`config.mk`:
```
export PLATFORM = sky130hd
export DESIGN_NAME = axi_write_burst_tracker
export DESIGN_NICKNAME = d
export VERILOG_FILES = /design/src/rtl/axi_write_burst_tracker.sv
export SDC_FILE = /design/constraint.sdc
export NUM_CORES = 1
export LEC_CHECK = 0
export ABC_AREA = 1
export CAP_MARGIN = 20
export CORE_MARGIN = 10
export CORE_UTILIZATION = 60
export CTS_BUF_LIST = sky130_fd_sc_hd__clkbuf_2
export CTS_CLUSTER_DIAMETER = 120
export DETAILED_ROUTE_END_ITERATION = 12
export GPL_ROUTABILITY_DRIVEN = 0
export PLACE_DENSITY = 0.86
export SLEW_MARGIN = 20
export SYNTH_ARGS = -nofsm -noshare
export SYNTH_HDL_FRONTEND = slang
export SYNTH_SLANG_ARGS = --single-unit
export TNS_END_PERCENT = 30
```
`constraint.sdc`:
```
create_clock -name axi_aclk -period 7.5 [get_ports axi_aclk]
set_input_delay 1.875 -clock axi_aclk [delete_from_list [all_inputs] [get_ports axi_aclk]]
set_output_delay 1.875 -clock axi_aclk [all_outputs]
set_load 0.005 [all_outputs]
```
`src/rtl/axi_write_burst_tracker.sv`:
```
// AXI write-path slave-side tracker.
// Queues accepted write addresses, walks the W channel through each burst
// (generating wlast and per-beat addresses for FIXED/INCR/WRAP), and returns
// one B response per burst in AW order.
module axi_write_burst_tracker #(
   parameter int AW      = 32,
   parameter int DW      = 64,
   parameter int MAX_OUT = 4
) (
   input  logic                         axi_aclk,
   input  logic                         rst,
   input  logic                         awvalid_in,
   input  logic [AW-1:0]                awaddr_in,
   input  logic [7:0]                   awlen_in,
   input  logic [2:0]                   awsize_in,
   input  logic [1:0]                   awburst_in,
   output logic                         axi_awready,
   input  logic                         wvalid_in,
   input  logic [DW-1:0]                wdata_in,
   input  logic [DW/8-1:0]              wstrb_in,
   input  logic                         wlast_in,
   output logic                         axi_wready,
   output logic                         axi_wlast,
   output logic [AW-1:0]                axi_wbeat_addr,
   input  logic                         bready_in,
   output logic                         axi_bvalid,
   output logic [1:0]                   axi_bresp,
   output logic [$clog2(MAX_OUT):0]     outstanding
);

   localparam int PW     = $clog2(MAX_OUT);
   localparam int CW     = PW + 1;
   localparam int SZ_MAX = $clog2(DW / 8);

   localparam logic [1:0] BURST_FIXED = 2'b00;
   localparam logic [1:0] BURST_INCR  = 2'b01;
   localparam logic [1:0] BURST_WRAP  = 2'b10;
   localparam logic [1:0] BURST_RSVD  = 2'b11;
   localparam logic [1:0] RESP_OKAY   = 2'b00;
   localparam logic [1:0] RESP_SLVERR = 2'b10;

   typedef enum logic {
      W_IDLE,
      W_BURST
   } w_state_t;

   w_state_t state, state_nxt;

   // AW queue
   logic [AW-1:0] aq_addr  [MAX_OUT];
   logic [7:0]    aq_len   [MAX_OUT];
   logic [2:0]    aq_size  [MAX_OUT];
   logic [1:0]    aq_burst [MAX_OUT];
   logic [PW-1:0] aq_wptr, aq_rptr;
   logic [CW-1:0] aq_cnt;

   // B queue
   logic [1:0]    bq_resp  [MAX_OUT];
   logic [PW-1:0] bq_wptr, bq_rptr;
   logic [CW-1:0] bq_cnt;

   // Active burst context
   logic [7:0]    beat_cnt;
   logic [AW-1:0] cur_addr;
   logic [7:0]    cur_len;
   logic [2:0]    cur_size;
   logic [1:0]    cur_burst;
   logic          err;

   logic          aw_hs, w_hs, last_hs, b_hs, aq_pop;
   logic          head_err, beat_mismatch;
   logic [1:0]    last_resp;
   logic [AW-1:0] incr, bound, wrap_mask, next_addr;

   // Data and strobes flow to the memory side directly; only the handshake matters here.
   logic unused_bits;
   assign unused_bits = ^{wdata_in, wstrb_in};

   assign axi_awready    = !rst && (outstanding < CW'(MAX_OUT));
   assign aw_hs          = awvalid_in && axi_awready;
   assign b_hs           = axi_bvalid && bready_in;
   assign axi_wlast      = (state == W_BURST) && (beat_cnt == 8'd0);
   assign axi_wbeat_addr = cur_addr;
   assign axi_bvalid     = (bq_cnt != '0);
   assign axi_bresp      = axi_bvalid ? bq_resp[bq_rptr] : RESP_OKAY;

   // W FSM state register
   always_ff @(posedge axi_aclk) begin
      if (rst) state <= W_IDLE;
      else     state <= state_nxt;
   end

   // W FSM next-state, queue pop and handshake decode
   always_comb begin
      state_nxt  = state;
      axi_wready = 1'b0;
      aq_pop     = 1'b0;
      w_hs       = 1'b0;
      last_hs    = 1'b0;
      case (state)
         W_IDLE: begin
            if (aq_cnt != '0) begin
               aq_pop    = 1'b1;
               state_nxt = W_BURST;
            end
         end
         W_BURST: begin
            axi_wready = 1'b1;
            w_hs       = wvalid_in;
            last_hs    = wvalid_in && (beat_cnt == 8'd0);
            if (last_hs) state_nxt = W_IDLE;
         end
         default: state_nxt = W_IDLE;
      endcase
   end

   // Burst legality of the queue head and the beat address step
   always_comb begin
      head_err = (aq_burst[aq_rptr] == BURST_RSVD) ||
                 (aq_size[aq_rptr] > 3'(SZ_MAX)) ||
                 ((aq_burst[aq_rptr] == BURST_WRAP) &&
                  !(aq_len[aq_rptr] inside {8'd1, 8'd3, 8'd7, 8'd15}));
      incr      = AW'(1) << cur_size;
      bound     = AW'({1'b0, cur_len} + 9'd1) << cur_size;
      wrap_mask = bound - AW'(1);
      case (cur_burst)
         BURST_FIXED: next_addr = cur_addr;
         BURST_INCR:  next_addr = cur_addr + incr;
         BURST_WRAP:  next_addr = (cur_addr & ~wrap_mask) | ((cur_addr + incr) & wrap_mask);
         default:     next_addr = cur_addr + incr;
      endcase
      beat_mismatch = (wlast_in != axi_wlast);
      last_resp     = (err || beat_mismatch) ? RESP_SLVERR : RESP_OKAY;
   end

   // AW queue storage
   always_ff @(posedge axi_aclk) begin
      if (aw_hs) begin
         aq_addr[aq_wptr]  <= awaddr_in;
         aq_len[aq_wptr]   <= awlen_in;
         aq_size[aq_wptr]  <= awsize_in;
         aq_burst[aq_wptr] <= awburst_in;
      end
   end

   // AW queue pointers and occupancy
   always_ff @(posedge axi_aclk) begin
      if (rst) begin
         aq_wptr <= '0;
         aq_rptr <= '0;
         aq_cnt  <= '0;
      end else begin
         if (aw_hs)  aq_wptr <= aq_wptr + PW'(1);
         if (aq_pop) aq_rptr <= aq_rptr + PW'(1);
         aq_cnt <= aq_cnt + CW'(aw_hs) - CW'(aq_pop);
      end
   end

   // Active burst context: load on pop, step on each accepted beat
   always_ff @(posedge axi_aclk) begin
      if (rst) begin
         beat_cnt  <= '0;
         cur_addr  <= '0;
         cur_len   <= '0;
         cur_size  <= '0;
         cur_burst <= '0;
         err       <= 1'b0;
      end else if (aq_pop) begin
         beat_cnt  <= aq_len[aq_rptr];
         cur_addr  <= aq_addr[aq_rptr];
         cur_len   <= aq_len[aq_rptr];
         cur_size  <= aq_size[aq_rptr];
         cur_burst <= aq_burst[aq_rptr];
         err       <= head_err;
      end else if (w_hs) begin
         beat_cnt <= beat_cnt - 8'd1;
         cur_addr <= next_addr;
         err      <= err | beat_mismatch;
      end
   end

   // B queue storage; the last beat's own wlast mismatch is folded into its response
   always_ff @(posedge axi_aclk) begin
      if (last_hs) bq_resp[bq_wptr] <= last_resp;
   end

   // B queue pointers and occupancy
   always_ff @(posedge axi_aclk) begin
      if (rst) begin
         bq_wptr <= '0;
         bq_rptr <= '0;
         bq_cnt  <= '0;
      end else begin
         if (last_hs) bq_wptr <= bq_wptr + PW'(1);
         if (b_hs)    bq_rptr <= bq_rptr + PW'(1);
         bq_cnt <= bq_cnt + CW'(last_hs) - CW'(b_hs);
      end
   end

   // Outstanding bursts: AW accepted, B not yet handshaken
   always_ff @(posedge axi_aclk) begin
      if (rst) begin
         outstanding <= '0;
      end else begin
         case ({aw_hs, b_hs})
            2'b10:   outstanding <= outstanding + CW'(1);
            2'b01:   outstanding <= outstanding - CW'(1);
            default: outstanding <= outstanding;
         endcase
      end
   end

endmodule

```
Word level (Yosys, flattened, before mapping)
Memory sizes are Yosys's and may differ from the RTL's. A register that Yosys moved wholly into a read port is not among the register bits.
Cells that the tools add are included.
Widths: inputs -> output; s select.
{"block": "classes", "mux": 31, "n_shift": 2, "n_addsub": 14, "n_bitwise": 6, "eq_ne": 11, "magnitude_cmp": 2, "n_reduce_logical": 19}
{"operator": "$and 32x32->32", "n": 2}
{"operator": "$mux 32", "n": 2}
{"operator": "$pmux 32 s2", "n": 1}
{"operator": "$add 32x32->32", "n": 1}
{"operator": "$not 32->32", "n": 1}
{"operator": "$or 32x32->32", "n": 1}
{"operator": "$shl 1x3->32 const A", "n": 1}
{"operator": "$shl 9x3->32", "n": 1}
{"operator": "$sub 32x1->32 const B", "n": 1}
{"operator": "$mux 2", "n": 12}
{"operator": "$mux 8", "n": 2}
{"operator": "$mux 1", "n": 12}
{"operator": "$add 8x1->9 const B", "n": 1}
{"operator": "$add 2x1->2 const B", "n": 4}
{"operator": "$eq 2x2->1 const B", "n": 4}
{"operator": "$eq 8x1->1 const B", "n": 1}
{"operator": "$eq 8x2->1 const B", "n": 1}
{"operator": "$eq 8x3->1 const B", "n": 1}
{"operator": "$eq 8x4->1 const B", "n": 1}
{"operator": "$logic_not 8->1", "n": 1}
{"operator": "$sub 8x1->8 const B", "n": 1}
{"operator": "$add 3x1->3", "n": 2}
{"operator": "$logic_and 1x1->1", "n": 6}
{"operator": "$pmux 3 s2", "n": 1}
{"operator": "other kinds (18)", "n": 24}
{"block": "totals", "wordCells": 104, "ram_bits": 188, "mem_count": 5, "regBits": 72, "input_bits": 123, "output_inout_bits": 41}
{"name": "aq_addr", "depth": 4, "word_bits": 32, "read_ports": 1, "rd_clocked_by_memory_dff": 1, "write_ports": 1, "line": "50", "text": "logic [AW-1:0] aq_addr [MAX_OUT];"}
{"name": "aq_len", "depth": 4, "word_bits": 8, "read_ports": 1, "rd_clocked_by_memory_dff": 1, "write_ports": 1, "line": "51", "text": "logic [7:0] aq_len [MAX_OUT];"}
{"name": "aq_size", "depth": 4, "word_bits": 3, "read_ports": 1, "rd_clocked_by_memory_dff": 1, "write_ports": 1, "line": "52", "text": "logic [2:0] aq_size [MAX_OUT];"}
{"name": "aq_burst", "depth": 4, "word_bits": 2, "read_ports": 1, "rd_clocked_by_memory_dff": 1, "write_ports": 1, "line": "53", "text": "logic [1:0] aq_burst [MAX_OUT];"}
{"name": "bq_resp", "depth": 4, "word_bits": 2, "read_ports": 1, "rd_clocked_by_memory_dff": 1, "write_ports": 1, "line": "58", "text": "logic [1:0] bq_resp [MAX_OUT];"}

Logic depth before layout (Yosys ltp)
Gate-level depths: netlist of the first run.
{"block": "depth", "depth_word": 9, "mapped_depth": 22, "depth_no_buf": 20}

Worst setup path before layout of the first run
No wires, ideal clock.
{"block": "synth_path", "kind": "in2reg", "start": "input rst", "end": "memory aq_addr[0][0], enable pin", "path_stages": 4, "n_path_buf": 1, "setup_ps": 448, "setup_slack_ps": 2758, "arrival_time_ps": 4294, "cell_sequence": "clkbuf_1 > nor2_1 > nand2_1 > nor2_1"}
{"block": "synth_between", "elab_chain_cells": 5}
{"item": "start, declared", "line": "11", "text": "input logic rst,"}
{"item": "$logic_not 1->1", "line": "79", "text": "assign axi_awready = !rst && (outstanding < CW'(MAX_OUT));"}
{"item": "$logic_and 1x1->1", "line": "79"}
{"item": "via axi_awready", "line": "17", "text": "output logic axi_awready,"}
{"item": "$logic_and 1x1->1", "line": "80", "text": "assign aw_hs = awvalid_in && axi_awready;"}
{"item": "$mux 1", "line": "138", "text": "if (aw_hs) begin"}
{"item": "$mux 1 (not written as such)", "line": "139", "text": "aq_addr[aq_wptr] <= awaddr_in;"}
{"item": "end, declared", "line": "50"}
The timed path passes the listed nets, and every way through them passes these cells.

Final worst setup path of the first run
{"block": "layout_path", "start": "input rst", "end": "output axi_awready"}
{"block": "layout_between", "elab_chain_cells": 2}
{"item": "$logic_not 1->1", "line": "79"}
{"item": "$logic_and 1x1->1", "line": "79"}
{"item": "end, declared", "line": "17"}
Every way passes these cells.

==> results of run 1 <==
[cell usage in the layout, fill, tap and decap left out, types with 19 or more instances in the layout]
cell             instances
clkbuf_2                99
a21oi_1                 82
nor2_1                 172
nand2_2                 26
ha_1                    25
nand3_1                 89
dfxtp_1                 74
o21ai_0                120
clkdlybuf4s50_1         90
inv_1                  113
edfxtp_1               184
nand2_1                251
nor3_1                  19
o22ai_1                 30
[cells in the mapped netlist (all sizes together), types with 3 or more instances]
master | number | area share
inv | 119 | 0.035
xnor2 | 9 | 0.0062
dfxtp | 76 | 0.12
a21oi | 84 | 0.034
clkbuf | 39 | 0.011
o22ai | 30 | 0.015
nand2 | 281 | 0.090
a221oi | 3 | 0.0021
edfxtp | 184 | 0.43
fa | 4 | 0.0063
ha | 25 | 0.025
nand3 | 103 | 0.047
xor2 | 9 | 0.0062
o211ai | 6 | 0.0035
nor2 | 189 | 0.065
nor3 | 19 | 0.0075
a31oi | 14 | 0.0069
clkinv | 5 | 0.0020
a32o | 4 | 0.0031
o21ai | 134 | 0.053
nand4 | 15 | 0.0079
buf | 20 | 0.0077
[how the worst max path moves through the flow]
| stage | from | to | depth (start not counted) |
|---|---|---|---|
| after CTS | rst | axi_awready | 4 |
| after global placement | rst | axi_awready | 4 |
| after global routing | rst | axi_awready | 4 |
| final | rst | axi_awready | 4 |
| after floorplan | rst | aq_addr[0][0] | 4 |
| after detailed placement | rst | axi_awready | 4 |
[through the flow]
stage	setup slack [ns]	std cells	util	hold WS, ns	area (sq um)
final	2.34	1833	0.690	0.474	14500
after global routing	2.29	1832	0.690	0.503	14500
after CTS	2.34	1831	0.690	0.476	14500
after detailed placement	2.34	1715	0.662	0.458	13900
after global placement	2.36	1715	0.662	0.437	13900
after floorplan	2.76	1395	-	0.436	12700
[logic make-up (layout without fill, tap and decap cells)]
kind of cell | after synthesis | in the layout
AO/OA/AOI/OAI | 288 | 288
XOR/XNOR | 18 | 18
adder cells (fa/ha/maj) | 29 | 29
buffers and inverters | 183 | 344
flip-flops | 260 | 260
other | 1 | 3
AND/OR/NAND/NOR | 616 | 616
[routing by layer]
metal | global-route usage | up-vias | wire length [um]
li1 | - | 5048 | -
met1 | 0.272 | 4924 | 12800
met2 | 0.355 | 501 | 14400
met3 | 0.0461 | 105 | 2730
met4 | 0.103 | 0 | 1250
met5 | 0 | - | 0
[report_power, final]
group          leakage, nW  switching (mW)  internal (mW)
Sequential            2.30           0.212           1.75
Combinational         2.88            1.73          0.896
Clock                0.453           0.570          0.384
Total                 5.63            2.51           3.03
[tightest hold or removal path: stages, from the launching register on]
cell,delay [ns]
dfxtp_1,0.31
inv_1,0.05
a21oi_1,0.07
[cell type report]
class,instances,share of cell area
diodes,2,0.000346
clock buffers,99,0.0342
clock inverters,17,0.00683
inverters,124,0.0326
multi-input cells,952,0.345
flip-flops and latches,260,0.487
well taps,275,0.0238
repair buffers,104,0.0695
==> results.toml, run 1 <==
[run_status]
outcome = "completed"

[floorplanning]
dieArea_sq_um = 27400
core_area_sq_um = 21000
initial_core_util = 0.608
die_w_um = 166
std_cell_rows = 53
ios = 164
die_h_um = 166

[yosys]
synthFlopType = "edfxtp_1"
synth.distinct_cells = 52
ys_warn_count = 0
synth_seq_cells = 260
synth_top_family_by_area = "simple AND/OR/NAND/NOR gates"
async_flop_share = 0
synthXorXnorAreaFrac = 0.0124
synth-seq-area-share = 0.554
synth-adder-area-share = 0.0309
synth_area_sq_um = 12700
synth_fp_nets = 1547
synthMuxAreaShare = 0
synth_compound_area_frac = 0.125
syn_inst = 1395
syn_area_per_cell_sq_um = 9.13
synth-edff-count = 184
synthSimpleGateAreaFrac = 0.222

[cts]
clockRootBuffer = "clkbuf_2"
hold_buffers = 0
insertion_delay_ns = 0.82
clk_pin_slew_ns = 0.09
htree_levels = 3
cts_inserted_buffers = 66
post-cts-setup-buffers = 0
cts-resized-gates = 0
cts_sinks = 260
cts_buffer_depth = 3
cts_tree = "done"

[power]
power.density_nw_per_um2 = 383
leakage_nw = 5.63
peakVddDrop_mv = 0.173
fin_total_pwr_mw = 5.55

[timing]
setup_viol = 0
period_share = 0.688
final_hold_viol_count = 0
fmax_mhz = 194
slew_headroom = 0.222
drv_slew = 0
min_period_ns = 5.16
clock_skew_ns = 0.0607
rsz0062_at_grt = "no"
tightest_slew_ns = 1.16
setup_tns_ns = 0

[worst_hold_path]
hp-start = "bq_rptr[1]"
whs_path_depth = 2
hp-class = "reg2reg"

[grt]
grt-ovfl-total = 0
grt_max_degree = 91
grt_pass1_wl_um = 50400
grt_pass1_vias = 10200
grtUsageTotal = 0.218
antenna_found_initial = 1

[route]
wirelength_um = 31200
antenna_left = 0
drc = 0
vias_per_cell = 5.77
dr.pass1.iters = 8
wl_per_cell_um = 17.0
drt-initial-drc-count = 1042
num_vias = 10600

[run]
drv_cap = 0

[layout]
nNetsFinal = 1660
syn2layout_area_growth_pct = 13.7
fillers = 1619
drive_above_1_share = 0.127
multi_input_area_sq_um = 5000
seqCellArea_sq_um = 7050

[critical_path]
start_kind = "input pin"
cpPeakStageDelay_ns = 0.48
crit_fanout = 33
path_class = "in2out"
r2r_setup_slack_ns = 3.84
worstPathRequired_ns = 5.62
r2r-start = "cur_size[1]"
critical_path.top_delay_family = "buffers and inverters"
path_buf_inv = 3
slowest_stage = "clkdlybuf4s50_1"
path_common_cell = "clkdlybuf4s50_1"
crit_path_end_kind = "primary output"
crit_chain = "clkdlybuf4s50_1 -> buf_4 -> nor2_1 -> clkdlybuf4s50_1"
r2r_cells = 18
cp_data_arrival_time_ns = 3.28

[placement]
dp_hpwl_um = 20600
numPortBuffers = 90
(Power assumes the default switching activity.)
==> run 2, diff against run 1 <==
CORE_UTILIZATION = 58   (was 60)
PLACE_DENSITY = 0.83   (was 0.86)
clock period = 4.8 ns   (was 7.5 ns; I/O delays follow)
==> results.toml, run 2 (synthesis results as in run 1) <==
[timing]
hold-worst-slack_ns = 0.460
min_period_ns = 3.98
drv_slew = 0
final_hold_viol_count = 0
setup_tns_ns = 0
setup_viol = 0
fmax_mhz = 251
clock_skew_ns = 0.0632
rsz0062_at_grt = "no"
tightest_slew_ns = 1.14
period_share = 0.830
slew_headroom = 0.230

[critical_path]
cp_data_arrival_time_ns = 2.78
crit_fanout = 5
path_class = "reg2out"
crit_path_end_kind = "primary output"
worstPathRequired_ns = 3.60
start_kind = "flop"

[grt]
antenna_found_initial = 1
grt_max_degree = 91
grt-ovfl-total = 0
met2_usage = 0.357
grtUsageTotal = 0.214
grt_pass1_vias = 10000
grtUsageMet1 = 0.270
grt_pass1_wl_um = 49900
met3_usage = 0.0398
busiest_layer = "met2"

[layout]
postLayoutCellArea_sq_um = 14500
fin_util = 0.668
final_common_cell = "nand2_1"
seqCellArea_sq_um = 7050
fillers = 1651
multi_input_area_sq_um = 5000
drive_above_1_share = 0.125
fin_cells = 1834
nNetsFinal = 1661
most-common-layout-cells = "nand2_1, edfxtp_1, nor2_1"
syn2layout_area_growth_pct = 13.8

[route]
dr.pass1.iters = 6
drt-initial-drc-count = 1105
wirelength_um = 31000
num_vias = 10500
drc = 0
antenna_left = 0
vias_per_cell = 5.73
wl_per_cell_um = 16.9

[placement]
dp_hpwl_um = 20900
dpl_cell_area_sq_um = 13900
dp_cells = 1721
numPortBuffers = 90

[floorplanning]
initial_core_util = 0.587
ios = 164
std_cell_rows = 54
core_area_sq_um = 21700
dieArea_sq_um = 28300
die_h_um = 168
die_w_um = 168

[power]
peakVddDrop_mv = 0.387
leakage_nw = 5.63
power.density_nw_per_um2 = 598

[cts]
cts_sinks = 260
hold_buffers = 0
cts_inserted_buffers = 66
insertion_delay_ns = 0.81
htree_levels = 3
cts-resized-gates = 0
clockRootBuffer = "clkbuf_2"
post-cts-setup-buffers = 0
cts_tree = "done"
clk_pin_slew_ns = 0.10
cts_buffer_depth = 3

[run_status]
outcome = "completed"

[worst_hold_path]
hp-class = "reg2reg"

[run]
drv_cap = 0
==> run 2: worst max-delay path: stages, from the launching register on <==
cell	delay, ns
dfxtp_1	0.32
inv_1	0.14
ha_1	0.19
nand2_1	0.07
nor3_1	0.22
nand2_1	0.11
nor2_1	0.13
nand2_1	0.08
nor2_1	0.19
clkdlybuf4s50_1	0.55
==> run 2: cell type report <==
cell class	count	share of cell area
well taps	280	0.0242
diodes	1	0.000173
multi-input cells	952	0.345
clock buffers	95	0.0328
flip-flops and latches	260	0.487
clock inverters	17	0.00872
inverters	124	0.0326
repair buffers	105	0.0700
==> run 2: path summary, 6_finish.rpt <==
check / from / endpoint / slack, ns / depth (start not counted)
setup reg to reg: cur_size[0] / flop / 0.94 / 18
hold / removal: aq_rptr[1] / flop / 0.46 / 2
hold reg to reg: aq_rptr[1] / flop / 0.46 / 2
setup / recovery: beat_cnt[0] / axi_wlast / 0.82 / 9
==> run 2: per-layer routing <==
| layer | up-vias | routed length (um) |
|---|---|---|
| li1 | 5062 | - |
| met5 | - | 0 |
| met4 | 0 | 719 |
| met2 | 484 | 14900 |
| met1 | 4905 | 12400 |
| met3 | 53 | 2910 |
==> run 2: report_power, final <==
part / leakage (nW) / internal (mW) / switching, mW
Sequential: 2.30 / 2.74 / 0.332
Combinational: 2.89 / 1.40 / 2.69
Clock: 0.451 / 0.635 / 0.857
Total: 5.63 / 4.77 / 3.88
==> run 2: metrics by stage <==
step | setup slack [ns] | total power [mW]
CTS | 0.765 | 8.64
floorplan | 0.733 | 5.96
global route | 0.605 | 9.34
global placement | 1.05 | 7.02
finish | 0.816 | 8.66
detailed placement | 0.989 | 7.14
==> run 3, diff against run 2 <==
clock period = 4.2 ns   (was 4.8 ns; I/O delays follow)
==> results.toml, run 3 (synthesis results as in run 1) <==
[critical_path]
crit_fanout = 5
crit_path_end_kind = "primary output"
cp_data_arrival_time_ns = 2.80
r2r-start = "cur_size[0]"
path_class = "reg2out"
cpPeakStageDelay_ns = 0.55
start_kind = "flop"
worstPathRequired_ns = 3.15
r2r_setup_slack_ns = 0.66
r2r_cells = 19
crit_chain = "inv_1 -> ha_1 -> nand2_1 -> nor3_1 -> nand2_1 -> nor2_1 -> nand2_1 -> nor2_1 -> clkdlybuf4s50_1"
slowest_stage = "clkdlybuf4s50_1"
path_common_cell = "nand2_1"

[floorplanning]
die_h_um = 168
ios = 164
die_w_um = 168
core_area_sq_um = 21700
dieArea_sq_um = 28300
std_cell_rows = 54
initial_core_util = 0.587

[timing]
setup_viol = 0
setup_tns_ns = 0
drv_slew = 0
slew_headroom = 0.335
rsz0062_at_grt = "no"
tightest_slew_ns = 0.997
fmax_mhz = 259
period_share = 0.918
final_hold_viol_count = 0
min_period_ns = 3.85
clock_skew_ns = 0.0809

[cts]
htree_levels = 3
cts_inserted_buffers = 66
clk_pin_slew_ns = 0.09
cts-resized-gates = 0
post-cts-setup-buffers = 0
cts_sinks = 260
hold_buffers = 0
insertion_delay_ns = 0.86
cts_buffer_depth = 3
cts_tree = "done"
clockRootBuffer = "clkbuf_2"

[grt]
grtUsageTotal = 0.220
grt-ovfl-total = 0
antenna_found_initial = 1
grt_pass1_vias = 10400
grt_max_degree = 91
grt_pass1_wl_um = 51300

[placement]
numPortBuffers = 90
dp_hpwl_um = 21300

[worst_hold_path]
hp-start = "aq_rptr[1]"
whs_path_depth = 2
hp-class = "reg2reg"

[route]
vias_per_cell = 5.77
wirelength_um = 31800
dr.pass1.iters = 6
antenna_left = 0
drc = 0
drt-initial-drc-count = 1003
num_vias = 10600
wl_per_cell_um = 17.2

[run_status]
outcome = "completed"

[run]
drv_cap = 0

[power]
peakVddDrop_mv = 0.315
power.density_nw_per_um2 = 691
leakage_nw = 5.71

[layout]
nNetsFinal = 1669
syn2layout_area_growth_pct = 14.7
fin_util = 0.673
final_common_cell = "nand2_1"
most-common-layout-cells = "nand2_1, edfxtp_1, nor2_1"
drive_above_1_share = 0.132
[run 3: cell count changes in the layout (fill, tap and decap cells not counted)]
cell	change
buf_12	+1
clkinv_4	+1
clkinv_2	-2
clkinvlp_4	-2
inv_6	+1
buf_4	+7
bufinv_16	+1
clkinv_1	-1
diode_2	+1
clkbuf_2	+5
[run 3: through the flow]
step	hold slack, ns	setup WS [ns]	total power [mW]	cell area [sq um]	std cells
after global placement	0.446	0.628	8.08	14000	1729
after detailed placement	0.457	0.528	8.22	14000	1729
after floorplan	0.436	0.283	6.81	12700	1395
after CTS	0.465	0.303	10.1	14600	1844
after global routing	0.500	0.0679	10.8	14600	1846
final	0.464	0.346	10.1	14600	1846
[run 3: final cells by class]
type	instances	area [sq um]
tap	280	350
inverter	124	472
clock buffer	100	500
fill	1641	7080
multi-input combinational	952	5000
timing repair buffer	113	1090
clock inverter	15	145
antenna	2	5.00
sequential	260	7050
[run 3: how the worst max path moves through the flow]
stage / from / to / slack, ns
6_report: beat_cnt[0] / axi_wlast / 0.35
5_1_grt: beat_cnt[0] / axi_wlast / 0.07
4_1_cts: beat_cnt[0] / axi_wlast / 0.30
3_5_place_dp: wvalid_in / bq_cnt[2] / 0.53
3_3_place_gp: wvalid_in / bq_cnt[2] / 0.63
2_1_floorplan: rst / aq_addr[0][0] / 0.28
[run 3: critical path: cells and delay by family, from the launching register on]
family	cells	cell delay, ns
and+or+nand+nor	6	0.84
buffers and inverters	2	0.67
DFF	1	0.32
adders and majority gates	1	0.18
[run 3: where the power goes]
| part | internal, mW | switching [mW] |
|---|---|---|
| sequential | 3.13 | 0.380 |
| combinational | 1.64 | 3.12 |
| clock | 0.816 | 1.01 |
[run 3: metal layers]
layer  GRT usage  part of all wire  vias up
met4       0.102             0.031        0
met2       0.360              0.48      532
met1       0.269              0.40     4946
li1            -                 -     5080
met5           0                 0        -
met3      0.0524             0.095       85
